### config.mk
export PLATFORM = sky130hd
export DESIGN_NAME = inj_ctrl
export DESIGN_NICKNAME = d
export VERILOG_FILES = /design/src/rtl/inj_ctrl.sv
export SDC_FILE = /design/constraint.sdc
export NUM_CORES = 1
export LEC_CHECK = 0
export CORE_ASPECT_RATIO = 1.4
export CORE_UTILIZATION = 30
export DETAILED_ROUTE_END_ITERATION = 6
export SLEW_MARGIN = 25
export SYNTH_ARGS = -nofsm -noshare
export SYNTH_HDL_FRONTEND = slang
export SYNTH_SLANG_ARGS = --single-unit
### constraint.sdc
create_clock -name clk -period 6.1 [get_ports clk]
set_input_delay 1.22 -clock clk [delete_from_list [all_inputs] [get_ports clk]]
set_output_delay 1.22 -clock clk [all_outputs]
set_load 0.02 [all_outputs]
### src/rtl/inj_ctrl.sv
// inj_ctrl: local injection FIFO and starvation monitor for a NoC router port.
// Buffers flits offered by the local core. It injects the head flit whenever at
// least one post-ejection link slot is free. It flags starvation when the head
// has been blocked for STARVE_LIMIT consecutive cycles.
//
// Ports
//   clk, rst      : single clock, synchronous active-high reset
//   core_flit     : flit from the core; bit 9 is forced to 1 when stored
//   core_valid    : core offers core_flit this cycle
//   core_ready    : FIFO not full (from registered occupancy)
//   link_busy     : {w,e,s,n} link-slot valid bits; all ones blocks injection
//   lin           : head flit while inj_fire, else zero
//   inj_fire      : head flit is injected (and popped) this cycle
//   starve        : head has been starved; throttles neighbours
//   occupancy     : current FIFO count, 0..DEPTH
module inj_ctrl #(
    parameter int unsigned DEPTH        = 4,
    parameter int unsigned STARVE_LIMIT = 8
) (
    input  logic        clk,
    input  logic        rst,
    input  logic [9:0]  core_flit,
    input  logic        core_valid,
    output logic        core_ready,
    input  logic [3:0]  link_busy,
    output logic [9:0]  lin,
    output logic        inj_fire,
    output logic        starve,
    output logic [4:0]  occupancy
);

    localparam int unsigned FLIT_W = 10;
    localparam int unsigned CNT_W  = 5;
    localparam int unsigned WAIT_W = 8;
    localparam int unsigned PTR_W  = (DEPTH > 1) ? $clog2(DEPTH) : 1;
    localparam logic [FLIT_W-1:0] VALID_BIT = FLIT_W'(10'h200);

    typedef enum logic [1:0] {
        IDLE,
        WAIT,
        STARVE
    } state_e;

    state_e                state_q, state_d;
    logic [FLIT_W-1:0]     mem_q [DEPTH];
    logic [FLIT_W-1:0]     mem_d [DEPTH];
    logic [PTR_W-1:0]      rd_ptr_q, rd_ptr_d;
    logic [PTR_W-1:0]      wr_ptr_q, wr_ptr_d;
    logic [CNT_W-1:0]      count_q, count_d;
    logic [WAIT_W-1:0]     wait_cnt_q, wait_cnt_d;
    logic                  push;
    logic                  pop;
    logic                  not_full;
    logic                  last_out;

    // Port-facing decode; reset forces the documented idle values immediately.
    always_comb begin
        not_full   = (count_q < CNT_W'(DEPTH));
        core_ready = rst || not_full;
        inj_fire   = !rst && (count_q != '0) && (link_busy != 4'b1111);
        lin        = inj_fire ? mem_q[rd_ptr_q] : '0;
        starve     = !rst && (state_q == STARVE);
        occupancy  = rst ? '0 : count_q;
        // Fullness is judged on registered state, so a same-cycle pop never frees a slot.
        push       = !rst && core_valid && not_full;
        pop        = inj_fire;
        last_out   = pop && !push && (count_q == CNT_W'(1));
    end

    // FIFO, blocked-head counter and starvation FSM next state.
    always_comb begin
        mem_d      = mem_q;
        rd_ptr_d   = rd_ptr_q;
        wr_ptr_d   = wr_ptr_q;
        count_d    = count_q;
        wait_cnt_d = wait_cnt_q;
        state_d    = state_q;

        if (push) begin
            mem_d[wr_ptr_q] = core_flit | VALID_BIT;
            wr_ptr_d        = wr_ptr_q + PTR_W'(1);
        end
        if (pop) begin
            rd_ptr_d = rd_ptr_q + PTR_W'(1);
        end
        count_d = count_q + CNT_W'(push) - CNT_W'(pop);

        if ((count_q == '0) || pop) begin
            wait_cnt_d = '0;
        end else if (wait_cnt_q < WAIT_W'(STARVE_LIMIT)) begin
            wait_cnt_d = wait_cnt_q + WAIT_W'(1);
        end

        // Entering STARVE on the edge where wait_cnt reaches the limit makes
        // starve visible in the same cycle as the saturated count.
        unique case (state_q)
            IDLE: begin
                if (push) begin
                    state_d = WAIT;
                end
            end
            WAIT: begin
                if (last_out) begin
                    state_d = IDLE;
                end else if (wait_cnt_d == WAIT_W'(STARVE_LIMIT)) begin
                    state_d = STARVE;
                end
            end
            STARVE: begin
                if (last_out) begin
                    state_d = IDLE;
                end else if (pop) begin
                    state_d = WAIT;
                end
            end
            default: begin
                state_d = IDLE;
            end
        endcase
    end

    // State registers.
    always_ff @(posedge clk) begin
        if (rst) begin
            state_q    <= IDLE;
            rd_ptr_q   <= '0;
            wr_ptr_q   <= '0;
            count_q    <= '0;
            wait_cnt_q <= '0;
            for (int unsigned i = 0; i < DEPTH; i++) begin
                mem_q[i] <= '0;
            end
        end else begin
            state_q    <= state_d;
            rd_ptr_q   <= rd_ptr_d;
            wr_ptr_q   <= wr_ptr_d;
            count_q    <= count_d;
            wait_cnt_q <= wait_cnt_d;
            mem_q      <= mem_d;
        end
    end

endmodule

==> impl_metrics.env, run 1 <==
export IMPL_status="finished clean"
export IMPL_drive_gt1_frac=0.2370
export IMPL_synth_most_common_cell="dfxtp_1"
export IMPL_required_ns=4.88
export IMPL_drcViolationCount=0
export IMPL_layout_setup_ws_ns=1.586
export IMPL_ys_top_cells_by_count="dfxtp_1, nor2b_1, mux2_2"
export IMPL_ys_types=42
export IMPL_grtUsageTotal=0.1243
export IMPL_cts_buffers=9
export IMPL_rows=42
export IMPL_antenna_left=0
export IMPL_synth_area_sq_um=2894
export IMPL_synth_area_leaders="dfxtp_1, mux2_2, nor2b_1"
export IMPL_antenna_found_initial=0
export IMPL_power_mw=1.466
export IMPL_via_per_inst=4.823
export IMPL_clk_path_buf_depth=2
export IMPL_vias=2016
export IMPL_peakVddDrop_mv=0.2490
export IMPL_area_delta_synth_final_pct=26.55
export IMPL_ctsResizeCount=0
export IMPL_synthesis_yosys_warnings=0
export IMPL_die_h_um=118.2
export IMPL_cts_sinks=59
export IMPL_maxSlewViolCount=0
export IMPL_clk_pin_slew_worst_paths_ns=0.05
export IMPL_p_leak_nw=1.510
export IMPL_max_cap_violations=0
export IMPL_critPathMaxFanout=13
export IMPL_ys_seq_elements=59
export IMPL_boundaryPins=35
export IMPL_postSynthCellCount=269
export IMPL_dpl_cell_area_sq_um=3319
export IMPL_routedWlPerCell_um=14.26
export IMPL_die_area_sq_um=10050
export IMPL_crit_arrival_ns=3.29
export IMPL_gp_congestion=0.7374
export IMPL_htree_levels=3
export IMPL_rsz0062_at_grt="no"
export IMPL_relSlewSlack=0.4818
export IMPL_ys_flop_type="dfxtp_1"
export IMPL_synth_area_per_cell_sq_um=10.76
export IMPL_clk_insertion_delay_late_ns=0.32
export IMPL_power_density_nw_per_um2=400.2
export IMPL_hold_viol=0
export IMPL_ys_seq_area_frac=0.4081
export IMPL_fin_skew_ns=0.007591
export IMPL_post_cts_repair_setup_buffers=0
export IMPL_final_nets=333
export IMPL_cts_hold_buffers=0
export IMPL_grt_start_max_net_pins=63
export IMPL_setup_viol=0
export IMPL_drt_pass1_iter_count=4
export IMPL_syn_num_nets=299
export IMPL_cts_root_buf="clkbuf_16"
export IMPL_core_area_sq_um=9407
export IMPL_startpoint_type="input pin"
export IMPL_netlist_area_leader_share=0.4081
export IMPL_hold_class="reg2reg"
export IMPL_design_area_sq_um=3662
export IMPL_port_buffers=33
export IMPL_fin_crit_ns=4.514
export IMPL_antennaDiodeCount=0
export IMPL_utilization=0.3893
export IMPL_grt_pass1_vias=2057
export IMPL_place_ws_ns=1.551
export IMPL_synth_top_area_cell="dfxtp_1"
export IMPL_cts_tree="done"
export IMPL_grt_overflow=0
export IMPL_worst_pin_slew_ns=0.7762
export IMPL_postSynth_asyncResetShare=0
export IMPL_grt_pass1_wl_um=9646
export IMPL_fin_crit_sh=0.7400
export IMPL_finalSetupTns_ns=0
export IMPL_dp_hpwl_um=3800
export IMPL_synth_edff_count=0
export IMPL_die_w_um=85.01
export IMPL_criticalPathCategory="in2out"
export IMPL_drtIter0Drc=42
export IMPL_initial_core_util=0.3077
export IMPL_timing_fmax_mhz=221.5
export IMPL_end_kind="output port"
export IMPL_drt_wl_total_um=5960
[cell families (layout without fill, tap and decap cells)]
logic type      after synthesis  after routing  synth area share
compound gates               23             23           0.05621
simple gates                 92             92            0.1933
fa+ha+maj                    13             13           0.05880
buf+inv                      26             65           0.03502
flops                        59             59            0.4081
xor+xnor                      9              9           0.02724
mux                          47             47            0.2214
[cell type report]
type | instances | area [sq um]
well taps | 110 | 137.6
fillers | 897 | 5744
repair buffers | 34 | 332.8
multi-input cells | 184 | 1612
clock inverters | 5 | 100.1
flip-flops and latches | 59 | 1181
inverters | 15 | 56.30
clock buffers | 11 | 242.7
[critical path: stages]
cell	delay, ns
clkdlybuf4s50_1	0.42
a41oi_2	0.63
nand2_1	0.22
inv_1	0.17
clkdlybuf4s50_1	0.63
[placed cells by master, fill, tap and decap left out, types with 2 or more instances in the layout]
cell and n:
dfxtp_1 59, nor2b_1 39, mux2_2 36, clkdlybuf4s50_1 32, nor2_1 18, inv_1 15, ha_1 12, and3_1 11
mux4_2 10, clkbuf_16 9, o21ai_0 8, nand2_1 7, xnor2_1 6, a21oi_1 4, and2_1 4, xor2_1 3
bufinv_16 3, a21o_1 2, clkinv_2 2
[flip-flops by register name, indices dropped and copies added, names as in the netlist]
register	flops
state_q	2
rd_ptr_q	2
count_q	5
wait_cnt_q	8
wr_ptr_q	2
mem_q	40
[worst paths after layout]
path                                             start                     end  slack (ns)  depth (start not counted)
worst max-delay path                      link_busy[2]                inj_fire        1.59                          5
worst min-delay path            mem_q[39]$_SDFFE_PP0P_  mem_q[39]$_SDFFE_PP0P_        0.47                          2
worst max register to register   count_q[2]$_SDFF_PP0_   count_q[4]$_SDFF_PP0_        2.86                         13
worst min register to register  mem_q[39]$_SDFFE_PP0P_  mem_q[39]$_SDFFE_PP0P_        0.47                          2
[metrics by stage]
| stage | hold WS, ns | instances |
|---|---|---|
| after global routing | 0.4824 | 418 |
| after CTS | 0.4696 | 418 |
| final | 0.4686 | 418 |
| after floorplan | 0.4419 | 269 |
| after detailed placement | 0.4547 | 402 |
| after global placement | 0.4530 | 402 |
[power by group]
| group | internal (mW) | total [mW] | switching, mW |
|---|---|---|---|
| combinational | 0.205 | 0.405 | 0.199 |
| sequential | 0.436 | 0.488 | 0.0520 |
| clock | 0.408 | 0.573 | 0.165 |
| total | 1.05 | 1.47 | 0.416 |
[layer usage]
metal	global-route usage	wire length, um
met2	0.2072	2874
met5	0	0
met1	0.1500	2784
met4	0.06780	136
met3	0.02235	165
(Power assumes the default switching activity.)
==> run 2: changes to the inputs <==
Clock period 6.1 ns to 4 ns, I/O delays scaled along.
==> run 2 against run 1 <==
Against the previous run:
- register-to-register slack got worse by 2.1 ns
- clock-buffer cell count shrank 2
- first-iteration DRC count is 100% higher
- sequential share of layout area fell by 0.12 points
- combinational power is 56% higher
- highest routed layer unchanged
- core utilization rose by 0.15 points
==> impl_metrics.env, run 2 (same netlist as run 1, synthesis figures left out) <==
export IMPL_fin_crit_sh=0.8603
export IMPL_drive_gt1_frac=0.2452
export IMPL_rows=42
export IMPL_largest_reg_flops=40
export IMPL_die_area_sq_um=10050
export IMPL_routedWlPerCell_um=14.13
export IMPL_initial_core_util=0.3077
export IMPL_criticalPathCategory="in2out"
export IMPL_vias=2014
export IMPL_ctsResizeCount=0
export IMPL_port_buffers=33
export IMPL_hold_viol=0
export IMPL_rsz0062_at_grt="no"
export IMPL_end_kind="output port"
export IMPL_top_register="mem_q"
export IMPL_power_density_nw_per_um2=610.0
export IMPL_post_cts_repair_setup_buffers=0
export IMPL_p_leak_nw=1.516
export IMPL_finalSetupTns_ns=0
export IMPL_maxSlewViolCount=0
export IMPL_cts_tree="done"
export IMPL_grt_overflow=0
export IMPL_hold_class="reg2reg"
export IMPL_critPathMaxFanout=8
export IMPL_grtUsageTotal=0.1294
export IMPL_area_delta_synth_final_pct=27.02
export IMPL_crit_arrival_ns=2.64
export IMPL_peakVddDrop_mv=0.4173
export IMPL_gp_congestion=0.7381
export IMPL_die_h_um=118.2
export IMPL_relSlewSlack=0.5679
export IMPL_htree_levels=3
export IMPL_final_nets=335
export IMPL_max_cap_violations=0
export IMPL_final_common_cell="dfxtp_1"
export IMPL_cts_buffers=9
export IMPL_drt_pass1_iter_count=4
export IMPL_drtIter0Drc=86
export IMPL_required_ns=3.20
export IMPL_antenna_found_initial=0
export IMPL_startpoint_type="input pin"
export IMPL_timing_fmax_mhz=290.6
export IMPL_die_w_um=85.01
export IMPL_final_cell_mix="dfxtp_1, nor2b_1, mux2_2, clkdlybuf4s50_1, nor2_1"
export IMPL_utilization=0.3908
export IMPL_clk_path_buf_depth=2
export IMPL_drt_wl_total_um=5935
export IMPL_via_per_inst=4.795
export IMPL_boundaryPins=35
export IMPL_dp_hpwl_um=3934
export IMPL_cts_sinks=59
export IMPL_grt_pass1_wl_um=10030
export IMPL_setup_viol=0
export IMPL_clk_pin_slew_worst_paths_ns=0.05
export IMPL_grt_start_max_net_pins=63
export IMPL_antenna_left=0
export IMPL_fin_skew_ns=0.004673
export IMPL_drcViolationCount=0
export IMPL_fin_crit_ns=3.441
export IMPL_cts_hold_buffers=0
export IMPL_fill_cells=894
export IMPL_cts_root_buf="clkbuf_16"
export IMPL_top_regs="mem_q (40), wait_cnt_q (8), count_q (5)"
export IMPL_status="finished clean"
export IMPL_antennaDiodeCount=0
export IMPL_grt_pass1_vias=2031
export IMPL_worst_pin_slew_ns=0.6473
export IMPL_clk_insertion_delay_late_ns=0.32
export IMPL_core_area_sq_um=9407
==> run 2: cell types whose count changed in the layout (fill, tap and decap cells not counted) <==
cell        previous run  this run
clkbuf_1               1         0
buf_4                  1         3
clkinvlp_4             0         1
clkinv_4               0         1
clkbuf_8               1         0
==> run 2: routing by layer <==
layer  global-route usage  vias up  routed length, um
met3              0.04120        9                260
li1                     -     1007                  -
met5                    0        -                  0
met4              0.04767        0                 85
met2               0.2097       38               2947
met1               0.1597      960               2641
==> run 2: worst max-delay path: stages <==
cell and delay (ns):
clkdlybuf4s50_1 0.41, a41oi_2 0.44, nand2_1 0.20, inv_1 0.16
clkdlybuf4s50_1 0.63
==> run 2: final cells by class <==
type	count	area [sq um]	area share
clock buffers	9	225.2	0.06127
multi-input cells	184	1612	0.4384
repair buffers	36	347.8	0.09462
well taps	110	137.6	0.03744
flip-flops and latches	59	1181	0.3213
inverters	15	56.30	0.01532
clock inverters	7	116.4	0.03165
==> run 2: where the power goes <==
| group | switching [mW] | total [mW] | internal, mW | leakage (nW) |
|---|---|---|---|---|
| clock | 0.272 | 0.879 | 0.606 | 0.165 |
| sequential | 0.0672 | 0.731 | 0.664 | 0.479 |
| combinational | 0.314 | 0.632 | 0.318 | 0.872 |
==> run 2: metrics by stage <==
step           hold slack, ns  setup WS, ns  total power [mW]  area [sq um]  instances
5_1_grt                0.4938        0.4126             2.373          3676        420
2_1_floorplan          0.4419         1.236             1.195          2894        269
3_3_place_gp           0.4546        0.5111             1.370          3334        404
4_1_cts                0.4731        0.4800             2.268          3676        420
3_5_place_dp           0.4614        0.5094             1.384          3334        404
6_report               0.4730        0.5586             2.242          3676        420
==> run 2: final timing paths <==
check / start / to / slack (ns) / cells past startpoint
max: link_busy[2] / inj_fire / 0.56 / 5
min: mem_q[19]$_SDFFE_PP0P_ / mem_q[19]$_SDFFE_PP0P_ / 0.47 / 2
max reg2reg: count_q[2]$_SDFF_PP0_ / count_q[4]$_SDFF_PP0_ / 0.80 / 13
min reg2reg: mem_q[19]$_SDFFE_PP0P_ / mem_q[19]$_SDFFE_PP0P_ / 0.47 / 2
==> run 3: changes to the inputs <==
Settings changed: CTS_BUF_LIST from default to sky130_fd_sc_hd__clkbuf_4 sky130_fd_sc_hd__clkbuf_8 sky130_fd_sc_hd__clkbuf_16.
==> results of run 3 <==
Same layout as run 2: the final DEF is identical, and so are final timing and power.
==> patch: new RTL, flow settings as in run 3 <==
Reset style: asynchronous (`rst`), changed in one clocked block. Comments in the files are not updated.
--- a/src/rtl/inj_ctrl.sv
+++ b/src/rtl/inj_ctrl.sv
@@ -121,5 +121,5 @@
 
     // State registers.
-    always_ff @(posedge clk) begin
+    always_ff @(posedge clk or posedge rst) begin
         if (rst) begin
             state_q    <= IDLE;
Formal check against the unedited RTL: no difference found for any inputs over 10 cycles, from zero or initial values and one cycle with rst high; that may be too few to reach the edited logic, so the function may still have changed.
==> patch against run 3 <==
  * The flow now finishes with violations (design-rule violations)
  * Synthesized area fell by 1.1%
  * Final area decreased by 0.48%
  * Wire length is 1.1% higher
  * Sequential cell count unchanged
  * Fmax is 2.3% lower
  * Setup slack got worse by 0.082 ns
  * Sequential share of layout area up 8.2 points
  * Power is 16% higher
  * Final cell count down 12%
==> patch: results (changes against run 3) <==
worst_setup_path:
  cp_max_fo: 16  # was 8
  reg2reg_to: "count_q[4]"  # unchanged
  cp_slowest_cell: "or4b_2"  # was clkdlybuf4s50_1
  cp.arrival_ns: 2.72  # was 2.64 ns
  reg2reg_from: "count_q[2]"  # unchanged
  regToRegSetupSlack_ns: 0.70  # was 0.80 ns
  cpPeakStageDelay_ns: 0.81  # was 0.63 ns
place:
  gp_congestion: 0.773  # was 0.738
  dp_cells: 353  # was 404
  hpwl_microns: 4000  # was 3930 microns
  port_buffers: 33  # unchanged
final_layout:
  drive_gt1_share_pct: 27.9  # was 24.5%
  fillers: 875  # was 894
  stdcell_count: 369  # was 420
  layout.nets: 287  # was 335
  top_regs: "mem_q x40, wait_cnt_q x8, count_q x5"  # unchanged
  n_antenna_cell: 0  # unchanged
clock_network:
  htree_levels: 3  # unchanged
  path_clk_slew_ns: 0.05  # about the same
  clockBufferDepth: 2  # unchanged
  cts_hold_buf: 0  # unchanged
  cts_setup_buffers: 0  # unchanged
  clk_latency_ns: 0.32  # about the same
  root_buffer: "clkbuf_16"  # unchanged
  postCtsResizedCells: 0  # unchanged
  numCtsBuffers: 9  # unchanged
hold_path:
  holdPathStages: 1  # was 2
  min_from: "mem_q[19]"  # unchanged
  hp-class: "reg -> reg"  # unchanged
  worstHoldEndpoint: "mem_q[19]"  # unchanged
synth:
  yosys_warnings: 0  # unchanged
  syn_nets: 246  # was 299
  async_flop_share_pct: 100  # was 0%
  syn_inst: 216  # was 269
  synth_area_leaders: "dfrtp_1, mux2_2, mux4_2"  # was dfxtp_1, mux2_2, nor2b_1
  synth_seq_area_share_pct: 51.6  # was 40.8%
  yosysUniqueCellTypes: 38  # was 42
  synth_common_cells: "dfrtp_1, mux2_2, and3_1"  # was dfxtp_1, nor2b_1, mux2_2
  dominantRegCellSynth: "dfrtp_1"  # was dfxtp_1
global_routing:
  grt_usage_pct: 13.6  # was 12.9%
  antenna_found_initial: 0  # unchanged
  grt_max_degree: 32  # was 63
  grt_pass1_vias: 2071  # was 2,031
  grt_pass1_wl_microns: 10400  # was 10,000 microns
power:
  cellLeakagePower_uw: 0.00173  # was 0.00152 uW
  irDropWorstVdd_v: 0.000268  # was 0.000417 V
drt:
  wl_met3_microns: 151  # was 260 microns
  routedLengthMet1_microns: 2590  # was 2640 microns
  drt_iter0_markers: 72  # was 86
  drc_errors: 2  # was 0
  vias: 1817  # was 2,014
  firstDrtPassIters: 7  # was 4
  wl_per_cell_microns: 16.3  # was 14.1 microns
  met2_length_microns: 3100  # was 2950 microns
sta:
  skew_ns: 0.00546  # was 0.00467 ns
  relSlewSlack_pct: 49.4  # was 56.8%
  fin_setup_tns_ns: 0  # unchanged
status:
  violations: "design-rule violations"
  status: "finished with violations"  # was completed
[patch: changes by cell type in the layout (fill, tap and decap cells not counted), moves of 3 or more]
cell	change
nor2_1	-8
and3_1	+3
dfrtp_1	+59
and2_1	-3
o21ai_0	-4
nor2b_1	-37
dfxtp_1	-59
nand2b_1	+3
nand2_1	+3
inv_1	-4
[patch: metal layers]
layer	track usage [%]	up-vias
met3	2.24	11
met5	0	-
met1	16.5	914
met4	7.63	0
li1	-	863
met2	22.9	29
[patch: cells by family after synthesis]
kind of cell,share of synthesized area (%)
AO/OA/AOI/OAI,5.03
AND/OR/NAND/NOR,10.7
multiplexers,22.0
flip-flops,51.6
adder cells (fa/ha/maj),5.95
XOR/XNOR,2.14
buffers and inverters,2.54
[patch: cell type report]
type	instances	area (sq um)	share of cell area, %
Timing Repair Buffer	37	373	10.2
Multi-Input combinational cell	138	1310	35.9
Clock buffer	11	240	6.57
Tap cell	107	134	3.66
Clock inverter	5	77.6	2.12
Sequential cell	59	1480	40.4
Inverter	12	45.0	1.23
[patch: power breakdown]
group | switching, uW | internal (uW) | total [uW]
Clock | 263 | 556 | 819
Combinational | 330 | 465 | 795
Sequential | 177 | 806 | 983
[patch: metrics by stage]
stage                     hold WS [ns]  utilization, %  setup slack, ns  cell area [sq um]  power, uW
final                            0.468            40.1            0.477               3660       2600
after global routing             0.487            40.1            0.327               3660       2780
after CTS                        0.470            40.1            0.462               3660       2630
after detailed placement         0.453            36.6            0.573               3340       1800
after global placement           0.445            36.6            0.567               3340       1760
after floorplan                  0.429               -            0.979               2860       1540
[patch: worst max path at each step]
| stage | from | cells past startpoint | slack (ns) | endpoint |
|---|---|---|---|---|
| finish | count_q[2] | 6 | 0.48 | inj_fire |
| global route | count_q[2] | 6 | 0.33 | inj_fire |
| CTS | count_q[2] | 6 | 0.46 | inj_fire |
| detailed placement | rst | 6 | 0.57 | inj_fire |
| global placement | rst | 6 | 0.57 | inj_fire |
| floorplan | count_q[2] | 14 | 0.98 | count_q[4] |
[patch: worst max-delay path: cells and delay by family, from the launching register on]
kind	cells	cell delay [ns]
adders and majority gates	1	0.19
buffers and inverters	3	0.80
DFF	1	0.39
and+or+nand+nor	2	1.00
